## src/rtl/cnn_mem_rd_arb.sv

```systemverilog
// cnn_mem_rd_arb: shares the memory read port between the pic, wgt and bias
// read channels of the cnn core.
//
// One requester is granted per transaction. Its address and size are
// registered and held on mem_start_addr / mem_size_bytes. Response beats
// are routed combinationally to the granted requester only.
//
// Ports:
//   clk, rst            clock, synchronous active-high reset
//   <r>_req/addr/size   requester read channels (r = pic, wgt, bias)
//   <r>_valid/last      routed response strobes
//   rd_data             mem_data broadcast to all requesters
//   rd_last_valid       mem_last_valid broadcast to all requesters
//   mem_*               memory-side read request and response
//   gnt_id              0 none, 1 pic, 2 wgt, 3 bias
//   beat_cnt            beats of the current or last transaction (saturates)
//   timeout_err         sticky no-response watchdog error
//
// Build option: define CNN_RD_ARB_RR_EN for round-robin arbitration
// (default is fixed priority bias > wgt > pic).
module cnn_mem_rd_arb #(
    parameter int ADDR_WIDTH           = 19,
    parameter int LOG2_MAX_BYTES_TO_RD = 5,
    parameter int MEM_DATA_BUS         = 256,
    parameter int LAST_VALID_W         = 5,
    parameter int TIMEOUT_CYC          = 64
) (
    input  logic                            clk,
    input  logic                            rst,
    input  logic                            pic_req,
    input  logic                            wgt_req,
    input  logic                            bias_req,
    input  logic [ADDR_WIDTH-1:0]           pic_addr,
    input  logic [ADDR_WIDTH-1:0]           wgt_addr,
    input  logic [ADDR_WIDTH-1:0]           bias_addr,
    input  logic [LOG2_MAX_BYTES_TO_RD-1:0] pic_size,
    input  logic [LOG2_MAX_BYTES_TO_RD-1:0] wgt_size,
    input  logic [LOG2_MAX_BYTES_TO_RD-1:0] bias_size,
    output logic                            pic_valid,
    output logic                            wgt_valid,
    output logic                            bias_valid,
    output logic                            pic_last,
    output logic                            wgt_last,
    output logic                            bias_last,
    output logic [MEM_DATA_BUS-1:0]         rd_data,
    output logic [LAST_VALID_W-1:0]         rd_last_valid,
    output logic                            mem_req,
    output logic [ADDR_WIDTH-1:0]           mem_start_addr,
    output logic [LOG2_MAX_BYTES_TO_RD-1:0] mem_size_bytes,
    input  logic                            mem_valid,
    input  logic                            mem_last,
    input  logic [MEM_DATA_BUS-1:0]         mem_data,
    input  logic [LAST_VALID_W-1:0]         mem_last_valid,
    output logic [1:0]                      gnt_id,
    output logic [7:0]                      beat_cnt,
    output logic                            timeout_err
);

    localparam int WD_W = $clog2(TIMEOUT_CYC + 1);

    typedef enum logic {IDLE, BUSY} state_t;

    state_t state, state_nxt;

    logic [1:0]                      win_id;
    logic [ADDR_WIDTH-1:0]           win_addr;
    logic [LOG2_MAX_BYTES_TO_RD-1:0] win_size;
    logic                            busy;
    logic                            got_beat;
    logic [WD_W-1:0]                 wd_cnt;
    logic                            wd_fire;
    logic                            done;
    logic                            grant;

    assign busy  = (state == BUSY);
    assign done  = busy && mem_valid && mem_last;
    assign grant = (state == IDLE) && (win_id != 2'd0);
    // A beat in the final watchdog cycle still counts as a response.
    assign wd_fire = busy && !got_beat && !mem_valid &&
                     (wd_cnt == WD_W'(TIMEOUT_CYC - 1));

`ifdef CNN_RD_ARB_RR_EN
    logic [1:0] last_id;

    // Search starts at the requester after the last granted one.
    always_comb begin
        win_id = 2'd0;
        case (last_id)
            2'd1: begin
                if (wgt_req)       win_id = 2'd2;
                else if (bias_req) win_id = 2'd3;
                else if (pic_req)  win_id = 2'd1;
            end
            2'd2: begin
                if (bias_req)      win_id = 2'd3;
                else if (pic_req)  win_id = 2'd1;
                else if (wgt_req)  win_id = 2'd2;
            end
            default: begin
                if (pic_req)       win_id = 2'd1;
                else if (wgt_req)  win_id = 2'd2;
                else if (bias_req) win_id = 2'd3;
            end
        endcase
    end

    always_ff @(posedge clk) begin
        if (rst)
            last_id <= 2'd3;
        else if (grant)
            last_id <= win_id;
    end
`else
    always_comb begin
        win_id = 2'd0;
        if (bias_req)     win_id = 2'd3;
        else if (wgt_req) win_id = 2'd2;
        else if (pic_req) win_id = 2'd1;
    end
`endif

    always_comb begin
        win_addr = pic_addr;
        win_size = pic_size;
        case (win_id)
            2'd2: begin
                win_addr = wgt_addr;
                win_size = wgt_size;
            end
            2'd3: begin
                win_addr = bias_addr;
                win_size = bias_size;
            end
            default: ;
        endcase
    end

    // State register
    always_ff @(posedge clk) begin
        if (rst)
            state <= IDLE;
        else
            state <= state_nxt;
    end

    // Next-state logic
    always_comb begin
        state_nxt = state;
        case (state)
            IDLE:    if (win_id != 2'd0)  state_nxt = BUSY;
            BUSY:    if (done || wd_fire) state_nxt = IDLE;
            default:                      state_nxt = IDLE;
        endcase
    end

    // Output logic
    always_comb begin
        mem_req       = busy && !got_beat;
        pic_valid     = mem_valid && busy && (gnt_id == 2'd1);
        wgt_valid     = mem_valid && busy && (gnt_id == 2'd2);
        bias_valid    = mem_valid && busy && (gnt_id == 2'd3);
        pic_last      = pic_valid && mem_last;
        wgt_last      = wgt_valid && mem_last;
        bias_last     = bias_valid && mem_last;
        rd_data       = mem_data;
        rd_last_valid = mem_last_valid;
    end

    // Grant, beat count and watchdog datapath
    always_ff @(posedge clk) begin
        if (rst) begin
            gnt_id         <= 2'd0;
            mem_start_addr <= '0;
            mem_size_bytes <= '0;
            beat_cnt       <= 8'd0;
            got_beat       <= 1'b0;
            wd_cnt         <= '0;
            timeout_err    <= 1'b0;
        end else begin
            if (grant) begin
                gnt_id         <= win_id;
                mem_start_addr <= win_addr;
                mem_size_bytes <= win_size;
                beat_cnt       <= 8'd0;
                got_beat       <= 1'b0;
                wd_cnt         <= '0;
            end
            if (busy) begin
                if (mem_valid) begin
                    got_beat <= 1'b1;
                    if (beat_cnt != 8'hFF)
                        beat_cnt <= beat_cnt + 8'd1;
                end else if (!got_beat) begin
                    wd_cnt <= wd_cnt + WD_W'(1);
                end
                if (done || wd_fire)
                    gnt_id <= 2'd0;
                if (wd_fire)
                    timeout_err <= 1'b1;
            end
        end
    end

endmodule
```

## config.mk

```make
export PLATFORM = sky130hd
export DESIGN_NAME = cnn_mem_rd_arb
export DESIGN_NICKNAME = d
export VERILOG_FILES = /design/src/rtl/cnn_mem_rd_arb.sv
export SDC_FILE = /design/constraint.sdc
export NUM_CORES = 1
export LEC_CHECK = 0
export CAP_MARGIN = 20
export CORE_AREA = 5 5 244 246
export CTS_BUF_LIST = sky130_fd_sc_hd__clkbuf_8
export CTS_CLUSTER_DIAMETER = 30
export DETAILED_ROUTE_END_ITERATION = 7
export DIE_AREA = 0 0 249 251
export PLACE_DENSITY = 0.3
export SYNTH_ARGS = -nofsm -noshare
export SYNTH_HDL_FRONTEND = slang
export SYNTH_SLANG_ARGS = --single-unit
```

## constraint.sdc

```tcl
create_clock -name clk -period 1.65 [get_ports clk]
set_input_delay 0.33 -clock clk [delete_from_list [all_inputs] [get_ports clk]]
set_output_delay 0.33 -clock clk [all_outputs]
set_load 0.05 [all_outputs]
```

==> results.py <==
metrics = {
    "outcome": {
        "status": "complete, but fails checks",
        "failed_checks": "setup timing",
    },
    "synth": {
        "ys.flop_type": "dfxtp_1",
        "synth_cell_types": 40,
        "syn_avg_cell_area_um2": 7.72,
        "async_flop_share": 0,
        "syn_nets": 881,
        "synth-edff-count": 0,
        "ys_seq_area_frac": 0.212,
        "synth_seq_cells": 44,
        "yosys_warnings": 0,
        "synthCells": 539,
        "synth_area_um2": 4160,
    },
    "critical_path": {
        "r2r_end": "timeout_err$_SDFFE_PP0P_",
        "crit_arrival_ns": 1.38,
        "cpPeakStageDelay_ns": 0.36,
        "cp_max_fo": 4,
        "crit_family": "simple AND/OR/NAND/NOR gates",
        "crit_slowest_cell": "dfxtp_4",
        "path_cells": "and2_4, and3_4, and2_4, buf_12",
        "cp_num_buf_inv": 1,
        "reg2reg_depth": 4,
        "cp-start-kind": "flip-flop",
        "endpoint_kind": "output pin",
        "cp_common_cell": "and2_4",
        "cp.required_ns": 1.32,
        "critical_path_class": "flip-flop to output pin",
        "r2r_start": "busy$_SDFF_PP0_",
        "r2r_slack_ns": 0.05,
    },
    "power_and_ir_drop": {
        "p_total_w": 0.00309,
        "peakVddDrop_mv": 0.235,
        "p_per_area_nw_per_um2": 637,
        "p_leak_nw": 1.64,
    },
    "sta": {
        "setup_viol": 4,
        "worst_pin_slew_ns": 0.423,
        "maxSlewHeadroom": 0.715,
        "rsz0062_at_grt": "true",
        "maxSlewViolCount": 0,
        "finClkSkew_ns": 0.00689,
        "setup_slack_ns": -0.0550,
        "finalCritPeriodShare": 1.03,
        "fmax_mhz": 586,
        "hold_violations": 0,
        "finalCriticalPeriod_ns": 1.71,
        "worst_hold_slack_ns": 0.464,
    },
    "grt": {
        "grt_remaining_overflow": 0,
        "grt_pass1_wl_um": 23100,
        "grt_usage": 0.0523,
        "antenna_found_initial": 0,
        "grt_pass1_vias": 3136,
        "grt_max_degree": 31,
    },
    "finish": {
        "design_area_um2": 4860,
        "syn_to_final_growth_pct": 16.8,
        "layout.cells.non_filler": 1188,
        "nFillCells": 6711,
        "multiInputGateArea_um2": 1270,
        "nets": 763,
        "drive_above_1_share": 0.254,
        "regArea_um2": 891,
    },
    "placement": {
        "dp.cells": 1178,
        "dpl.hpwl_um": 13600,
        "placed_area_um2": 4710,
        "gp_congestion": 0.672,
        "portBuffers": 120,
    },
    "min_path": {
        "min_path_cells": 2,
        "hp-class": "flip-flop to flip-flop",
        "min_from": "mem_size_bytes[4]$_SDFFE_PP0P_",
        "timing.hold.worst_endpoint": "mem_size_bytes[4]$_SDFFE_PP0P_",
    },
    "route": {
        "wl_per_cell_um": 14.2,
        "drt_iter0_drc": 85,
        "via_count": 2915,
        "drt_pass1_iterations": 6,
        "wl_um": 16800,
        "avgViaCountPerCell": 2.45,
        "antenna_left": 0,
        "route.detailed.drc": 0,
    },
    "die": {
        "start_util": 0.0728,
        "die_height_um": 251,
        "die_width_um": 249,
        "rows": 88,
        "die-area_um2": 62500,
        "core-area_um2": 57100,
        "ioPinCount": 643,
    },
    "clock_network": {
        "clkTransAtPathRegs_ns": 0.12,
        "htreeDepth": 2,
        "cts.path.max_buffers": 2,
        "clock_latency_ns": 0.36,
        "clock_sinks": 44,
        "cts_tree": "yes",
        "cts_buffers": 5,
        "ctsRootBufferMaster": "clkbuf_8",
    },
    "job": {
        "max_cap_violations": 0,
    },
}
synth_stat cells, types with 3 or more instances:
master / instances / share of area
nand4_1: 4 / 0.0060
clkbuf_1: 9 / 0.0081
mux2i_1: 25 / 0.060
o21ai_0: 27 / 0.032
nand2_1: 34 / 0.031
and3_1: 3 / 0.0045
o31ai_1: 3 / 0.0054
buf_4: 262 / 0.47
o211ai_1: 3 / 0.0054
buf_2: 3 / 0.0036
nor3_1: 4 / 0.0048
a21oi_1: 33 / 0.040
and2_1: 3 / 0.0045
o21ai_1: 3 / 0.0036
nand3_1: 9 / 0.011
dfxtp_1: 44 / 0.21
nor2_1: 40 / 0.036
final cells by class:
type / count / share of cell area
Tap cell: 765 / 0.197
Clock inverter: 3 / 0.00875
Multi-Input combinational cell: 215 / 0.261
Antenna cell: 1 / 0.000515
Timing Repair Buffer: 152 / 0.333
Inverter: 3 / 0.00309
Sequential cell: 44 / 0.183
Clock buffer: 5 / 0.0142
registers in the layout, summed over array words and instances, names as in the netlist:
register,count
gnt_id,2
timeout_err,1
mem_size_bytes,5
wd_cnt,7
mem_start_addr,19
busy,1
beat_cnt,8
got_beat,1
placed cells by master (no fill, tap or decap), drive strengths merged, types with 5 or more instances in the layout:
master / count
a21oi: 34
buf: 76
clkbuf: 5
clkdlybuf4s50: 75
dfxtp: 44
mux2i: 25
nand2: 34
nand3: 9
nor2: 40
o21ai: 30
repair_timing:
action                                  in CTS  in global routing
gates resized for setup                      7                  4
endpoints found under the setup margin       7                 10
pin swaps                                    2                  0
hold buffers                                 0                  0
buffers inserted                             1                  0
logic make-up after synthesis:
kind of cell | synth area share
AOI/OAI and AO/OA | 0.105
xor gates and xnor gates | 0.00421
adders and majority gates | 0.00601
buffers and inverters | 0.494
DFF | 0.212
muxes | 0.0602
and+or+nand+nor | 0.119
worst register-to-register path, cell delays in order (launching register included):
cell and delay (ns):
dfxtp_4 0.36, buf_4 0.16, or3b_1 0.49, or3_1 0.39
a21oi_1 0.14
worst max path at each step:
stage | cells after the start | from | slack (ns) | endpoint
3_5_place_dp | 5 | mem_valid | -0.33 | bias_last
3_3_place_gp | 5 | mem_valid | -0.33 | bias_last
5_1_grt | 4 | busy$_SDFF_PP0_ | -0.14 | bias_last
2_1_floorplan | 5 | busy$_SDFF_PP0_ | -0.006 | pic_last
4_1_cts | 4 | busy$_SDFF_PP0_ | -0.12 | bias_last
6_report | 4 | busy$_SDFF_PP0_ | -0.06 | bias_last
routing by layer:
metal	vias up	GRT usage	share of wire
li1	1273	-	-
met1	1203	0.0532	0.37
met2	326	0.0757	0.43
met3	113	0.0341	0.13
met4	0	0.0410	0.077
met5	-	0.00226	0
through the flow:
stage | setup WS, ns | util | TNS [ns]
finish | -0.0550 | 0.0850 | -0.0950
floorplan | -0.00644 | - | -0.00644
detailed placement | -0.330 | 0.0825 | -11.68
CTS | -0.122 | 0.0848 | -0.523
global placement | -0.332 | 0.0825 | -12.16
global route | -0.137 | 0.0850 | -0.735
power by group:
group / leakage (nW) / switching [W] / internal [W]
logic: 1.23 / 0.000485 / 0.000423
registers: 0.362 / 0.0000520 / 0.00112
clock network: 0.0541 / 0.000561 / 0.000451
total: 1.64 / 0.00110 / 0.00200
No activity file was read; power rests on OpenSTA's default activity.
